--- config.mk ---
export PLATFORM = sky130hd
export DESIGN_NAME = act_quant_packer
export DESIGN_NICKNAME = d
export VERILOG_FILES = /design/src/rtl/tpu_pkg.sv /design/src/rtl/sync_fifo.sv /design/src/rtl/act_quant_packer.sv
export SDC_FILE = /design/constraint.sdc
export NUM_CORES = 1
export LEC_CHECK = 0
export BUFFER_PORTS_ARGS = -buffer_cell sky130_fd_sc_hd__buf_2
export CORE_MARGIN = 2
export CORE_UTILIZATION = 46
export DETAILED_ROUTE_END_ITERATION = 8
export HOLD_SLACK_MARGIN = 0.15
export PLACE_DENSITY = 0.74
export SLEW_MARGIN = 40
export SYNTH_ARGS = -nofsm -noshare
export SYNTH_HDL_FRONTEND = slang
export SYNTH_SLANG_ARGS = --single-unit
export TNS_END_PERCENT = 5
--- constraint.sdc ---
create_clock -name clk -period 4.3 [get_ports clk]
set_input_delay 0.43 -clock clk [delete_from_list [all_inputs] [get_ports clk]]
set_output_delay 0.43 -clock clk [all_outputs]
set_load 0.02 [all_outputs]
--- src/rtl/tpu_pkg.sv ---
// Shared types and int8 helpers for the TPU datapath blocks.
package tpu_pkg;

    typedef enum logic [1:0] {
        ACT_NONE  = 2'd0,
        ACT_RELU  = 2'd1,
        ACT_CLAMP = 2'd2,
        ACT_RSVD  = 2'd3
    } act_mode_e;

    localparam int INT8_MAX = 127;
    localparam int INT8_MIN = -128;

    function automatic logic signed [7:0] sat_int8(input logic signed [31:0] v);
        logic signed [7:0] r;
        if (v > 32'(INT8_MAX)) begin
            r = 8'(INT8_MAX);
        end else if (v < 32'(INT8_MIN)) begin
            r = 8'(INT8_MIN);
        end else begin
            r = v[7:0];
        end
        return r;
    endfunction

endpackage

--- src/rtl/sync_fifo.sv ---
// Synchronous FIFO with a registered head word; a push while full is accepted
// only when the head is popped on the same edge, otherwise the caller sees full.
module sync_fifo #(
    parameter int WIDTH = 36,
    parameter int DEPTH = 4
) (
    input  logic             clk,
    input  logic             reset,
    input  logic             push,
    input  logic [WIDTH-1:0] push_data,
    input  logic             pop,
    output logic [WIDTH-1:0] head_data,
    output logic             full,
    output logic             empty
);

    localparam int AW = $clog2(DEPTH);
    localparam int CW = AW + 1;

    logic [WIDTH-1:0] mem_q [DEPTH];
    logic [AW-1:0]    rd_ptr_q, rd_ptr_d;
    logic [AW-1:0]    wr_ptr_q, wr_ptr_d;
    logic [CW-1:0]    count_q, count_d;
    logic [WIDTH-1:0] head_q, head_d;
    logic             pop_en;
    logic             push_en;
    logic [CW-1:0]    remain;

    assign empty     = (count_q == '0);
    assign full      = (count_q == CW'(DEPTH));
    assign head_data = head_q;

    always_comb begin
        pop_en   = pop && !empty;
        push_en  = push && (!full || pop_en);
        remain   = count_q - CW'(pop_en);
        count_d  = remain + CW'(push_en);
        rd_ptr_d = pop_en  ? rd_ptr_q + AW'(1) : rd_ptr_q;
        wr_ptr_d = push_en ? wr_ptr_q + AW'(1) : wr_ptr_q;
        // The head is the pushed word itself when nothing else survives the pop.
        if (count_d == '0) begin
            head_d = '0;
        end else if (remain == '0) begin
            head_d = push_data;
        end else begin
            head_d = mem_q[rd_ptr_d];
        end
    end

    always_ff @(posedge clk) begin
        if (reset) begin
            rd_ptr_q <= '0;
            wr_ptr_q <= '0;
            count_q  <= '0;
            head_q   <= '0;
        end else begin
            rd_ptr_q <= rd_ptr_d;
            wr_ptr_q <= wr_ptr_d;
            count_q  <= count_d;
            head_q   <= head_d;
        end
    end

    always_ff @(posedge clk) begin
        if (push_en) begin
            mem_q[wr_ptr_q] <= push_data;
        end
    end

endmodule

--- src/rtl/act_quant_packer.sv ---
// Activation + int8 saturation of the normalizer stream, packing four results
// per 32-bit word into a FIFO; overflow is flagged since upstream cannot stall.
module act_quant_packer
    import tpu_pkg::*;
#(
    parameter int FIFO_DEPTH = 4
) (
    input  logic        clk,
    input  logic        reset,
    input  logic        valid_in,
    input  logic [31:0] data_in,
    input  logic [1:0]  act_mode,
    input  logic [7:0]  relu_cap,
    input  logic        flush,
    output logic        out_valid,
    input  logic        out_ready,
    output logic [31:0] out_data,
    output logic [3:0]  out_mask,
    output logic        overflow
);

    function automatic logic signed [7:0] act_quant(input logic signed [31:0] x,
                                                    input act_mode_e      mode,
                                                    input logic [6:0]     cap);
        logic signed [31:0] v;
        logic signed [31:0] ceil;
        v    = x;
        ceil = $signed({25'd0, cap});
        case (mode)
            ACT_RELU: begin
                if (x < 0) v = '0;
            end
            ACT_CLAMP: begin
                if (x < 0) v = '0;
                else if (x > ceil) v = ceil;
            end
            default: v = x;
        endcase
        return sat_int8(v);
    endfunction

    logic signed [7:0] s1_byte_q, s1_byte_d;
    logic              s1_valid_q, s1_valid_d;
    logic              s1_flush_q, s1_flush_d;

    logic [2:0][7:0]   lane_q, lane_d;
    logic [1:0]        lane_cnt_q, lane_cnt_d;
    logic              overflow_q, overflow_d;

    logic [2:0]        fill;
    logic              pack_push;
    logic [31:0]       pack_word;
    logic [3:0]        pack_mask;

    logic [35:0]       fifo_head;
    logic              fifo_full;
    logic              fifo_empty;
    logic              fifo_pop;

    // S1: activation and saturation
    always_comb begin
        s1_byte_d  = act_quant($signed(data_in), act_mode_e'(act_mode), relu_cap[6:0]);
        s1_valid_d = valid_in;
        s1_flush_d = flush;
    end

    always_ff @(posedge clk) begin
        if (reset) begin
            s1_valid_q <= 1'b0;
            s1_flush_q <= 1'b0;
        end else begin
            s1_valid_q <= s1_valid_d;
            s1_flush_q <= s1_flush_d;
        end
        s1_byte_q <= s1_byte_d;
    end

    // S2: lane packing
    always_comb begin
        lane_d     = lane_q;
        lane_cnt_d = lane_cnt_q;
        pack_push  = 1'b0;
        pack_word  = '0;
        fill       = {1'b0, lane_cnt_q} + {2'b00, s1_valid_q};
        pack_mask  = 4'((5'd1 << fill) - 5'd1);

        if (s1_valid_q && lane_cnt_q != 2'd3) begin
            lane_d[lane_cnt_q] = s1_byte_q;
        end

        // Lanes at or above the fill point stay zero in a partial word.
        for (int i = 0; i < 3; i++) begin
            if (2'(i) < lane_cnt_q) begin
                pack_word[8*i +: 8] = lane_q[i];
            end else if (2'(i) == lane_cnt_q && s1_valid_q) begin
                pack_word[8*i +: 8] = s1_byte_q;
            end
        end
        if (lane_cnt_q == 2'd3 && s1_valid_q) begin
            pack_word[31:24] = s1_byte_q;
        end

        if ((s1_valid_q && lane_cnt_q == 2'd3) || (s1_flush_q && fill != 3'd0)) begin
            pack_push  = 1'b1;
            lane_cnt_d = 2'd0;
        end else if (s1_valid_q) begin
            lane_cnt_d = lane_cnt_q + 2'd1;
        end
    end

    always_ff @(posedge clk) begin
        if (reset) begin
            lane_cnt_q <= 2'd0;
            overflow_q <= 1'b0;
        end else begin
            lane_cnt_q <= lane_cnt_d;
            overflow_q <= overflow_d;
        end
        lane_q <= lane_d;
    end

    // FIFO toward writeback
    assign fifo_pop = out_ready && !fifo_empty;

    always_comb begin
        overflow_d = overflow_q | (pack_push && fifo_full && !fifo_pop);
    end

    sync_fifo #(
        .WIDTH (36),
        .DEPTH (FIFO_DEPTH)
    ) u_fifo (
        .clk       (clk),
        .reset     (reset),
        .push      (pack_push),
        .push_data ({pack_mask, pack_word}),
        .pop       (fifo_pop),
        .head_data (fifo_head),
        .full      (fifo_full),
        .empty     (fifo_empty)
    );

    assign out_valid = !fifo_empty;
    assign out_data  = fifo_head[31:0];
    assign out_mask  = fifo_head[35:32];
    assign overflow  = overflow_q;

endmodule

* Yosys cells after proc, flatten, opt, wreduce, memory -nomap -nowiden
Memory sizes are Yosys's and may differ from the RTL's. Cells that the tools add are included.
Cells by class: $add $sub $neg 7, magnitude comparators 9, equality and inequality tests 7, shifts and indexed selects 1, muxes and demuxes 20, bitwise gates (word level) 1, reduce and logical (&&, ||, !) cells 24
Operator list (count):
- $mux 32 | 3
- $mux 8 | 9
- $pmux 32 s2 | 1
- $mux 36 | 1
- $gt 32x8->1 | 1
- $gt 32x8->1 const B | 1
- $lt 32x1->1 const B | 1
- $lt 32x8->1 const B | 1
- $bwmux 24 | 1
- $demux 8 s2 | 1
- $logic_and 1x1->1 | 12
- $logic_not 3->1 | 3
- $add 2x1->2 const B | 3
- $eq 2x2->1 const B | 2
- $lt 1x2->1 const A | 2
- $reduce_or 2->1 | 2
- $shl 1x3->4 const A | 1
- $sub 4x1->4 const B | 1
- $add 2x1->3 | 1
- $add 3x1->3 | 1
- $eq 3x3->1 const B | 1
- $logic_not 1->1 | 3
- $lt 2x3->1 const B | 1
- $mux 1 | 3
- other kinds (12) | 13
Storage, ports and cells: register bits 80, memory bits (writable) 144, bits of input ports 47, output and inout port bits 38, memories kept 1
Memories:
- u_fifo.mem_q | depth 4, bits a word 36, rd ports 1, clocked after memory_dff 0, wr ports 1, RTL line sync_fifo.sv:20 | logic [WIDTH-1:0] mem_q [DEPTH];

* Longest topological paths before layout
Gate-level depths: netlist of run 1.
depth in word-level cells 9, gate-level depth with buffers 14, mapped depth without buffers 12

* By module
From an unflattened synthesis of run 1, not the netlist that was laid out.
Second synthesis, totals: cell total of the unflattened synthesis 613, area, all modules 8952.3 µm²
Modules (own cells, without submodules):
- sync_fifo | times used 1, cells an instance 394, area each 6850.3 µm², seq. area each 5185.0 µm²
- act_quant_packer | times used 1, cells an instance 219, area each 2102.0 µm², seq. area each 980.9 µm²

* Least setup slack after synthesis of run 1
OpenSTA, ideal clock, no wires.
path kind register to register, start register lane_cnt_q[0], end register u_fifo.head_q[0] (netlist: u_fifo.head_data[0]), library setup time 0.058 ns, arrival 3.336 ns, required time 4.242 ns, slack 0.906 ns, stages on the path, launching flop included 15, path buffers 3, clock period less this slack 3.394 ns, cells stage by stage dfxtp_1 -> ha_1 -> ha_1 -> or3_1 -> a22o_1 -> nor2b_1 -> clkbuf_1 -> ha_1 -> ha_1 -> xor2_1 -> a21o_1 -> nor2b_1 -> clkbuf_1 -> clkbuf_1 -> a22o_2
On the way: cells in the longest elaborated chain, start to end 9, elaborated cells on any way between the ends 17, classes of those cells 2 x add/sub; 1 x order compare; 1 x eq/ne; 4 x mux; 9 x reduce/logical
RTL lines:
- start, declared | RTL line act_quant_packer.sv:47 | logic [1:0] lane_cnt_q, lane_cnt_d;
- start signal, assigned | RTL line act_quant_packer.sv:116 | lane_cnt_q <= lane_cnt_d;
- $add 2x1->3 | RTL line act_quant_packer.sv:84 | fill = {1'b0, lane_cnt_q} + {2'b00, s1_valid_q};
- $reduce_bool 3->1 | RTL line act_quant_packer.sv:103 | if ((s1_valid_q && lane_cnt_q == 2'd3) || (s1_flush_q && fill != 3'd0)) begin
- $logic_and 1x1->1 | RTL line act_quant_packer.sv:103
- $logic_or 1x1->1 (*) | RTL line act_quant_packer.sv:103
- $mux 1 (*) | RTL line act_quant_packer.sv:103
- $logic_and 1x1->1 (*) | RTL line sync_fifo.sv:35 | push_en = push && (!full || pop_en);
- named net u_fifo.push_en | RTL line sync_fifo.sv:26 | logic push_en;
- $add 3x1->3 (*) | RTL line sync_fifo.sv:37 | count_d = remain + CW'(push_en);
- $logic_not 3->1 (*) | RTL line sync_fifo.sv:41 | if (count_d == '0) begin
- $reduce_or 2->1 (no line) (*)
- end signal, assigned | RTL line sync_fifo.sv:55 | head_q <= '0;
- end signal, assigned | RTL line sync_fifo.sv:60 | head_q <= head_d;
- end, declared | RTL line sync_fifo.sv:24 | logic [WIDTH-1:0] head_q, head_d;
The timed path passes the listed nets; every way through them passes the cells marked *. A chain may end at the register's enable or synchronous reset.

* Final worst setup path of run 1
start register lane_cnt_q[0], end register u_fifo.head_q[26] (netlist: u_fifo.head_data[26])
On the way: cells in the longest elaborated chain, start to end 9, elaborated cells on any way between the ends 13, classes of those cells 2 x add/sub; 1 x eq/ne; 3 x mux; 7 x reduce/logical
RTL lines (RTL line):
- $add 2x1->3 | act_quant_packer.sv:84
- $reduce_bool 3->1 | act_quant_packer.sv:103
- $logic_and 1x1->1 | act_quant_packer.sv:103
- $logic_or 1x1->1 | act_quant_packer.sv:103
- $mux 1 | act_quant_packer.sv:103
- $logic_and 1x1->1 | sync_fifo.sv:35
- $add 3x1->3 | sync_fifo.sv:37
- $logic_not 3->1 | sync_fifo.sv:41
- $reduce_or 2->1 (no line)
Several ways; a longest one is shown, not always the timed one.

==> flow_summary.json, run 1 <==
{
  "power_leakage_nw": 3.97,
  "grt_start_max_net_pins": 37,
  "grt_pass1_wl_mm": 27.9,
  "n_fill_cell": 1456,
  "worst_slack_ps": 533,
  "status": "completed",
  "cts-root-buf": "clkbuf_16",
  "cp_num_cells": 14,
  "track_usage": 0.177,
  "synthCells": 534,
  "layout_commonest_cell": "edfxtp_1",
  "slew_headroom": 0.555,
  "synth-seq-area-share": 0.696,
  "cts_tree": "done",
  "combPwrFrac": 0.249,
  "startpoint_type": "register",
  "synthesis.area_um2": 8860,
  "synth-main-ff-cell": "edfxtp_1",
  "finalSetupTns_ps": 0,
  "cts_max_level": 1,
  "post-route-period-util": 0.876,
  "cpMostUsedCell": "ha_1",
  "first_pass_iters": 5,
  "hold_class": "in -> reg",
  "syn_nets": 605,
  "hold_viol_final": 0,
  "drv_slew": 0,
  "p_clk_frac": 0.334,
  "netSwitchingFraction": 0.269,
  "wl_mm": 17.6,
  "switching_power_mw": 1.63,
  "overflow": 0,
  "final_cell_mix": "edfxtp_1 (168), buf_2 (83), dfxtp_1 (56)",
  "cts_made_buffers": 23,
  "yosys_warnings": 0,
  "die_h_um": 143,
  "crit_start": "lane_cnt_q[0]",
  "rows": 50,
  "cts_setup_buffers": 0,
  "ys_top_cells_by_area": "edfxtp_1 (57%), dfxtp_1 (13%), mux4_2 (7.1%)",
  "gp_congestion": 0.832,
  "path_buf_inv": 2,
  "final_nets": 706,
  "critPathArrivalTime_ps": 4200,
  "drive_gt1_frac": 0.270,
  "seqPwrFrac": 0.417,
  "drc": 0,
  "worst_slew_pin_slew_ps": 660,
  "endpoint": "u_fifo.head_data[26]",
  "skew_ps": 8.23,
  "reg2reg_to": "u_fifo.head_data[26]",
  "period_minus_slack_ps": 3770,
  "ant_nets": 0,
  "maxCapViolCount": 0,
  "ys_ff_latch": 224,
  "rr_worst_depth": 14,
  "powerDensity_nw_per_um2": 583,
  "vias": 4995,
  "setup_violations": 0,
  "yosys.area.top_type": "edfxtp_1",
  "path_max_fanout": 10,
  "synth_cell_type_count": 39,
  "cp.required_ps": 4740,
  "die_area_um2": 20400,
  "end_kind": "register",
  "diodes": 0,
  "clk_pin_slew_ps": 60,
  "antenna_found_initial": 0,
  "synth_edf_count": 168,
  "avgViaCountPerCell": 5.48,
  "clock_path_buffers": 3,
  "core-area_um2": 18800,
  "area_growth_syn_to_layout_pct": 17.6,
  "cts-resized-gates": 0,
  "dp_hpwl_mm": 10.9,
  "clock-sinks": 224,
  "fin_worst_hold_slack_ps": 171,
  "pre_cts_slack_ps": 578,
  "async_flop_share": 0,
  "vdd_ir_drop_max_uv": 324,
  "r2r_slack_ps": 530,
  "worst_path_max_delay_cell": "or3_1",
  "cp_cell_sequence": "ha_1, ha_1, or3_1, a22o_1, nor2b_1, buf_4, ha_1, ha_1, xor2_1, a21o_1, nor2b_2, buf_4, and3_1, a22o_1",
  "worstSetupPathType": "reg -> reg",
  "yosysTopAreaCellShare": 0.569,
  "grt_pass1_vias": 5236,
  "cpLargestDelayFamily": "simple AND/OR/NAND/NOR gates",
  "io_pins": 85,
  "start_util": 0.470,
  "max_freq_mhz": 265,
  "port-buffer-count": 83,
  "drt_iter0_drc": 309,
  "clk_latency_ps": 500,
  "critPathMaxStageDelay_ps": 500,
  "rr_startpoint": "lane_cnt_q[0]",
  "postSynthAreaPerCell_um2": 16.6,
  "die_w_um": 143,
  "wl_per_cell_um": 19.4,
  "rsz0062_at_grt": "false",
  "intPower_mw": 4.44
}
==> worst reg2reg max path: stages (launching register included) <==
cell	delay (ps)
dfxtp_1	370
ha_1	210
ha_1	270
or3_1	500
a22o_1	300
nor2b_1	140
buf_4	170
ha_1	200
ha_1	180
xor2_1	170
a21o_1	200
nor2b_2	160
buf_4	230
and3_1	400
a22o_1	210
==> metrics by stage <==
stage	util	power (mW)	instance area, µm²	instances
2_1_floorplan	-	3.71	8860	534
3_3_place_gp	0.508	4.03	9570	865
3_5_place_dp	0.509	4.08	9580	865
4_1_cts	0.552	6.11	10400	910
5_1_grt	0.553	6.35	10400	911
6_report	0.553	6.07	10400	911
==> final cells by class <==
cell class / count / area [µm²] / share of cell area
Clock inverter: 14 / 173 / 0.0166
Inverter: 28 / 105 / 0.0101
Clock buffer: 27 / 611 / 0.0586
Multi-Input combinational cell: 256 / 2460 / 0.236
Sequential cell: 224 / 6170 / 0.592
Tap cell: 260 / 325 / 0.0312
Timing Repair Buffer: 102 / 576 / 0.0553
==> worst min path at each step <==
stage,from,endpoint,cells after the start,slack (ps)
6_report,relu_cap[4],s1_byte_q[4],2,170
5_1_grt,relu_cap[3],s1_byte_q[3],2,160
4_1_cts,relu_cap[4],s1_byte_q[4],2,150
3_5_place_dp,overflow,overflow,2,470
3_3_place_gp,overflow,overflow,2,490
2_1_floorplan,reset,s1_flush_q,1,500
==> synthesized netlist by cell type, types with 3 or more instances <==
library cell / instances
and3_1: 10
nor2b_1: 8
nand2_1: 20
o2bb2ai_1: 7
clkbuf_1: 18
mux4_2: 28
buf_6: 7
a22o_2: 6
nor2_1: 20
ha_1: 24
or3_1: 5
nand3_1: 10
mux4_1: 8
a22o_1: 39
nor3_1: 4
xnor2_1: 4
nand4_1: 8
o21ai_0: 17
nor4_1: 7
dfxtp_1: 56
a21oi_1: 4
edfxtp_1: 168
a21o_1: 3
inv_1: 28
and2_1: 9
==> layer usage <==
layer  GRT usage  routed length [µm]  vias to the layer above
met2       0.307                8760                      184
met4      0.0547                 379                        0
met3      0.0302                1150                       32
met5           0                   0                        -
met1       0.229                7340                     2487
li1            -                   -                     2292
==> power by group through the flow <==
stage / Sequential (mW) / Clock [mW] / Combinational [mW]
5_1_grt: 2.54 / 2.16 / 1.66
3_5_place_dp: 2.58 / 0 / 1.50
4_1_cts: 2.53 / 2.07 / 1.51
3_3_place_gp: 2.57 / 0 / 1.46
6_report: 2.53 / 2.03 / 1.51
2_1_floorplan: 2.63 / 0 / 1.09
==> state kept, by name, summed over array words and instances, names as in the netlist <==
signal,flops
lane_cnt_q,2
u_fifo.wr_ptr_q,2
overflow,1
u_fifo.mem_q,144
s1_flush_q,1
s1_byte_q,8
u_fifo.head_data,36
s1_valid_q,1
u_fifo.count_q,3
lane_q,24
u_fifo.rd_ptr_q,2
==> repair_timing <==
item	4_1_cts	5_1_grt
setup endpoints to repair	0	0
endpoints found under the hold margin	4	0
hold buffers	4	0
==> kinds of logic (layout without fill, tap and decap cells) <==
| group | Yosys count | after routing | synth area share |
|---|---|---|---|
| muxes | 38 | 38 | 0.0972 |
| DFF | 224 | 224 | 0.696 |
| xor gates and xnor gates | 7 | 7 | 0.00989 |
| and+or+nand+nor | 106 | 106 | 0.0630 |
| adders and majority gates | 24 | 24 | 0.0339 |
| buffers and inverters | 54 | 171 | 0.0288 |
| AOI/OAI and AO/OA | 81 | 81 | 0.0712 |
No activity file was read; power rests on OpenSTA's default activity.
==> run 2: changes to the inputs <==
--- a/config.mk
+++ b/config.mk
@@ -14,5 +14,6 @@
 export SLEW_MARGIN = 40
 export SYNTH_ARGS = -nofsm -noshare
 export SYNTH_HDL_FRONTEND = slang
+export SYNTH_HIERARCHICAL = 1
 export SYNTH_SLANG_ARGS = --single-unit
 export TNS_END_PERCENT = 5
==> run 2 against run 1 <==
- final area rose by 0.43%
- via count rose by 4.8%
- synthesized cell count rose by 15%
- first-iteration DRC count rose by 5.5%
==> flow_summary.json, run 2 <==
{
  "worst_slack_ps": 328,
  "overflow": 0,
  "netSwitchingFraction": 0.211,
  "startpoint_type": "register",
  "slew_headroom": 0.497,
  "p_clk_frac": 0.404,
  "postSynthAreaPerCell_um2": 14.6,
  "async_flop_share": 0,
  "die_h_um": 144,
  "first_pass_iters": 5,
  "die_w_um": 144,
  "layout_commonest_cell": "edfxtp_1",
  "seqPwrFrac": 0.538,
  "intPower_mw": 3.55,
  "switching_power_mw": 0.951,
  "power_leakage_nw": 4.56,
  "port-buffer-count": 83,
  "clk_latency_ps": 490,
  "synth_edf_count": 168,
  "worstSetupPathType": "reg -> reg",
  "diodes": 0,
  "max_freq_mhz": 252,
  "synthesis.area_um2": 8950,
  "worst_path_max_delay_cell": "or3_1",
  "ys_top_cells_by_area": "edfxtp_1 (56%), dfxtp_1 (13%), mux2i_1 (8.3%)",
  "final_area_um2": 10500,
  "rows": 51,
  "hold_viol_final": 0,
  "cts_made_buffers": 23,
  "setup_violations": 0,
  "path_buf_inv": 3,
  "ys_ff_latch": 224,
  "syn_nets": 684,
  "clock_path_buffers": 3,
  "dp_hpwl_mm": 10.2,
  "period_minus_slack_ps": 3970,
  "cp.required_ps": 4660,
  "cp_cell_sequence": "ha_1, ha_1, or3_1, a22o_1, a21boi_1, buf_4, ha_1, ha_1, xnor3_1, nor3b_1, buf_4, or4_1, buf_12, a2bb2oi_1, o21ai_0",
  "grt_pass1_vias": 5225,
  "track_usage": 0.165,
  "yosys_warnings": 6,
  "core-area_um2": 19300,
  "pre_cts_slack_ps": 384,
  "drv_slew": 0,
  "start_util": 0.465,
  "cts-root-buf": "clkbuf_16",
  "io_pins": 85,
  "synthCells": 613,
  "drive_gt1_frac": 0.193,
  "gp_congestion": 0.828,
  "skew_ps": 10.2,
  "worst_slew_pin_slew_ps": 754,
  "antenna_found_initial": 0,
  "cpLargestDelayFamily": "simple AND/OR/NAND/NOR gates",
  "area_growth_syn_to_layout_pct": 16.8,
  "post-synth-top-count-cell": "edfxtp_1",
  "maxCapViolCount": 0,
  "synth_commonest_cells": "edfxtp_1 (168), mux2i_1 (74), dfxtp_1 (56)",
  "vias": 5236,
  "critPathMaxStageDelay_ps": 480,
  "avgViaCountPerCell": 5.29,
  "top_register": "u_fifo/mem_q",
  "cpMostUsedCell": "ha_1",
  "largest_reg_flops": 144,
  "critPathArrivalTime_ps": 4330,
  "synth_cell_type_count": 44,
  "path_max_fanout": 36,
  "wl_per_cell_um": 17.2,
  "n_fill_cell": 1581,
  "powerDensity_nw_per_um2": 430,
  "wl_mm": 17.0,
  "final_nets": 779,
  "clk_pin_slew_ps": 60,
  "ant_nets": 0,
  "combPwrFrac": 0.058,
  "cts_tree": "done",
  "hold_class": "in -> reg",
  "grt_start_max_net_pins": 37,
  "drt_iter0_drc": 326,
  "post-route-period-util": 0.924,
  "vdd_ir_drop_max_uv": 217,
  "clock-sinks": 224,
  "cts_max_level": 1,
  "die_area_um2": 20600,
  "synth-main-ff-cell": "edfxtp_1",
  "final_cell_mix": "edfxtp_1 (168), buf_2 (83), mux2i_1 (74)",
  "cts-resized-gates": 0,
  "end_kind": "register",
  "drc": 0,
  "yosysTopAreaCellShare": 0.564,
  "dpl-instance-area_um2": 9750,
  "yosys.area.top_type": "edfxtp_1",
  "grt_pass1_wl_mm": 26.8,
  "synth-seq-area-share": 0.689,
  "status": "completed",
  "finalSetupTns_ps": 0,
  "rsz0062_at_grt": "false"
}
run 2: cell types whose count changed in the layout (fill, tap and decap cells not counted), sizes merged, moves of 8 or more:
| cell | previous run | this run |
|---|---|---|
| mux4 | 36 | 0 |
| nand2 | 21 | 41 |
| mux2i | 2 | 74 |
| a2bb2oi | 0 | 36 |
| nor2 | 20 | 11 |
| o21ai | 17 | 52 |
| a22o | 45 | 9 |
| clkbuf | 27 | 35 |
run 2: final timing paths:
kind / startpoint / endpoint / slack, ps / cells past startpoint
min reg2reg: overflow / overflow / 500 / 2
max reg2reg: lane_cnt_q[0] / u_fifo/head_data[24] / 330 / 15
max: lane_cnt_q[0] / u_fifo/head_data[24] / 330 / 15
min: relu_cap[0] / s1_byte_q[0] / 180 / 2
run 2: what timing repair did:
action,CTS,global route
hold endpoints to repair,1,0
setup buffers,0,0
hold buffers,1,0
run 2: area by class of cell:
class,count,area [µm²],area share
Multi-Input combinational cell,330,2550,0.244
Sequential cell,224,6170,0.589
Clock buffer,35,672,0.0642
Inverter,31,116,0.0111
Clock inverter,6,31.3,0.00299
Tap cell,265,332,0.0317
Timing Repair Buffer,98,593,0.0567
run 2: power by group through the flow:
stage	Clock, mW	Sequential [mW]	Combinational [mW]
floorplan	0	2.46	0.141
detailed placement	0	2.47	0.257
global route	1.95	2.43	0.286
global placement	0	2.46	0.244
CTS	1.86	2.42	0.260
finish	1.82	2.42	0.259
run 2: cell families (layout without fill, tap and decap cells):
logic type                 Yosys count  after routing  share of synthesized area
buffers and inverters               59            170                     0.0284
muxes                               74             74                     0.0827
adders and majority gates           24             24                     0.0335
xor gates and xnor gates             7              7                    0.00922
DFF                                224            224                      0.689
AOI/OAI and AO/OA                  118            118                     0.0966
and+or+nand+nor                    107            107                     0.0608
run 2: metrics by stage:
step	util	hold slack, ps	instances	power [mW]
floorplan	-	482	613	2.60
global placement	0.506	479	947	2.71
detailed placement	0.506	475	947	2.73
CTS	0.543	161	989	4.54
global route	0.543	171	989	4.66
finish	0.543	178	989	4.50
run 2: layer usage:
layer	share of wire	GRT usage	wire length, µm
met1	0.43	0.214	7280
met5	0	0	0
met3	0.056	0.0283	956
met4	0.014	0.0402	232
met2	0.50	0.290	8510
==> run 3: changes to the inputs <==
--- a/config.mk
+++ b/config.mk
@@ -8,9 +8,12 @@
 export BUFFER_PORTS_ARGS = -buffer_cell sky130_fd_sc_hd__buf_2
 export CORE_MARGIN = 2
 export CORE_UTILIZATION = 46
+export CTS_BUF_LIST = sky130_fd_sc_hd__clkbuf_8
+export CTS_CLUSTER_SIZE = 14
 export DETAILED_ROUTE_END_ITERATION = 8
 export HOLD_SLACK_MARGIN = 0.15
 export PLACE_DENSITY = 0.74
+export SKIP_LAST_GASP = 1
 export SLEW_MARGIN = 40
 export SYNTH_ARGS = -nofsm -noshare
 export SYNTH_HDL_FRONTEND = slang
==> run 3 against run 2 <==
- critical endpoint is now u_fifo/head_data[18]
- final area grew 0.54%
- final cell count grew 3.1%
- count of clock-buffer cells in the layout grew 8
- sequential power is essentially flat
- via count grew 1.5%
- clock skew grew 12 ps
- fmax grew 0.24%
- die area is the same
==> flow_summary.json, run 3 (synthesized netlist as in run 2, its figures left out) <==
{
  "status": "completed",
  "period_minus_slack_ps": 3960,
  "diodes": 0,
  "rr_startpoint": "lane_cnt_q[0]",
  "track_usage": 0.173,
  "wl_per_cell_um": 17.0,
  "finalSetupTns_ps": 0,
  "grt_pass1_wl_mm": 27.4,
  "gp_congestion": 0.828,
  "reg2reg_to": "u_fifo/head_data[18]",
  "power_leakage_nw": 4.63,
  "first_pass_iters": 4,
  "drc": 0,
  "grt_pass1_vias": 5435,
  "clock-sinks": 224,
  "slew_headroom": 0.485,
  "cp.required_ps": 4680,
  "n_fill_cell": 1572,
  "post-route-period-util": 0.922,
  "path_max_fanout": 36,
  "cts_made_buffers": 36,
  "setup_violations": 0,
  "final_nets": 799,
  "cts-root-buf": "clkbuf_8",
  "cts-resized-gates": 0,
  "io_pins": 85,
  "rr_worst_depth": 15,
  "startpoint_type": "register",
  "area_growth_syn_to_layout_pct": 17.5,
  "max_freq_mhz": 252,
  "cts_tree": "done",
  "crit_start": "lane_cnt_q[0]",
  "powerDensity_nw_per_um2": 416,
  "hold_class": "in -> reg",
  "holdPathStages": 2,
  "die_h_um": 144,
  "clk_latency_ps": 530,
  "ant_nets": 0,
  "worstSetupPathType": "reg -> reg",
  "die_w_um": 144,
  "top_register": "u_fifo/mem_q",
  "core-area_um2": 19300,
  "start_util": 0.465,
  "hold_buffers": 8,
  "final_cell_mix": "edfxtp_1 (168), buf_2 (83), mux2i_1 (74)",
  "rows": 51,
  "vias": 5312,
  "antenna_found_initial": 0,
  "avgViaCountPerCell": 5.21,
  "maxCapViolCount": 0,
  "cts_setup_buffers": 0,
  "drt_iter0_drc": 349,
  "clock_path_buffers": 3,
  "grt_start_max_net_pins": 37,
  "cts_max_level": 2,
  "critPathArrivalTime_ps": 4340,
  "die_area_um2": 20600,
  "layout_commonest_cell": "edfxtp_1",
  "r2r_slack_ps": 340,
  "fin_worst_hold_slack_ps": 189,
  "skew_ps": 22.2,
  "overflow": 0,
  "end_kind": "register",
  "hold_viol_final": 0,
  "clk_pin_slew_ps": 60,
  "wl_mm": 17.3,
  "vdd_ir_drop_max_uv": 172,
  "largest_reg_flops": 144,
  "port-buffer-count": 83,
  "endpoint": "u_fifo/head_data[18]",
  "rsz0062_at_grt": "false",
  "drive_gt1_frac": 0.211,
  "worst_slew_pin_slew_ps": 771,
  "dp_hpwl_mm": 10.2,
  "drv_slew": 0
}
==> run 3: cell count changes in the layout (fill, tap and decap cells not counted) <==
| cell | previous run | this run |
|---|---|---|
| clkbuf_1 | 8 | 0 |
| clkbuf_16 | 24 | 0 |
| clkinv_1 | 2 | 6 |
| dlygate4sd3_1 | 1 | 8 |
| clkbuf_8 | 3 | 43 |
| clkinvlp_4 | 1 | 2 |
| clkinv_2 | 2 | 4 |
| inv_1 | 31 | 40 |
==> run 3: worst max-delay path: stages, from the launching register on <==
cell       delay (ps)
dfxtp_1           360
ha_1              200
ha_1              260
or3_1             490
a22o_1            320
a21boi_1          160
buf_4             160
ha_1              190
ha_1              180
xnor3_1           190
nor3b_1           160
buf_4             140
or4_1             450
buf_12            210
a2bb2oi_1         150
o21ai_0           160
==> run 3: layout make-up <==
type / count / area [µm²] / share of cell area
well taps: 265 / 332 / 0.0315
multi-input cells: 330 / 2550 / 0.242
inverters: 31 / 116 / 0.0111
repair buffers: 105 / 663 / 0.0631
clock buffers: 43 / 592 / 0.0563
flip-flops and latches: 224 / 6170 / 0.586
clock inverters: 22 / 97.6 / 0.00928
==> run 3: per-stage QoR <==
stage	total power, mW	cell area, µm²	utilization	instances	setup slack [ps]
after detailed placement	2.73	9750	0.506	947	384
final	4.38	10500	0.546	1020	338
after global routing	4.56	10500	0.546	1020	149
after floorplan	2.60	8950	-	613	932
after CTS	4.43	10500	0.546	1020	348
after global placement	2.71	9750	0.506	947	502
==> run 3: per-layer routing <==
layer  track usage  vias to the layer above  share of wire  routed length, µm
li1              -                     2546              -                  -
met1         0.211                     2574           0.41               7160
met2         0.297                      167           0.51               8770
met3        0.0447                       25          0.065               1120
met4        0.0614                        0          0.017                298
met5             0                        -              0                  0
==> run 3: where the power goes <==
group	internal, mW	switching [mW]	total, mW
combinational	0.0980	0.165	0.263
sequential	2.38	0.0416	2.42
clock	0.911	0.779	1.69
total	3.39	0.986	4.38
==> run 3: worst min path at each step <==
stage / startpoint / end / slack, ps
2_1_floorplan: u_fifo/mem_q[2][32] / u_fifo/head_data[32] / 480
3_3_place_gp: overflow / overflow / 480
3_5_place_dp: overflow / overflow / 470
4_1_cts: valid_in / s1_valid_q / 160
5_1_grt: valid_in / s1_valid_q / 160
6_report: valid_in / s1_valid_q / 190
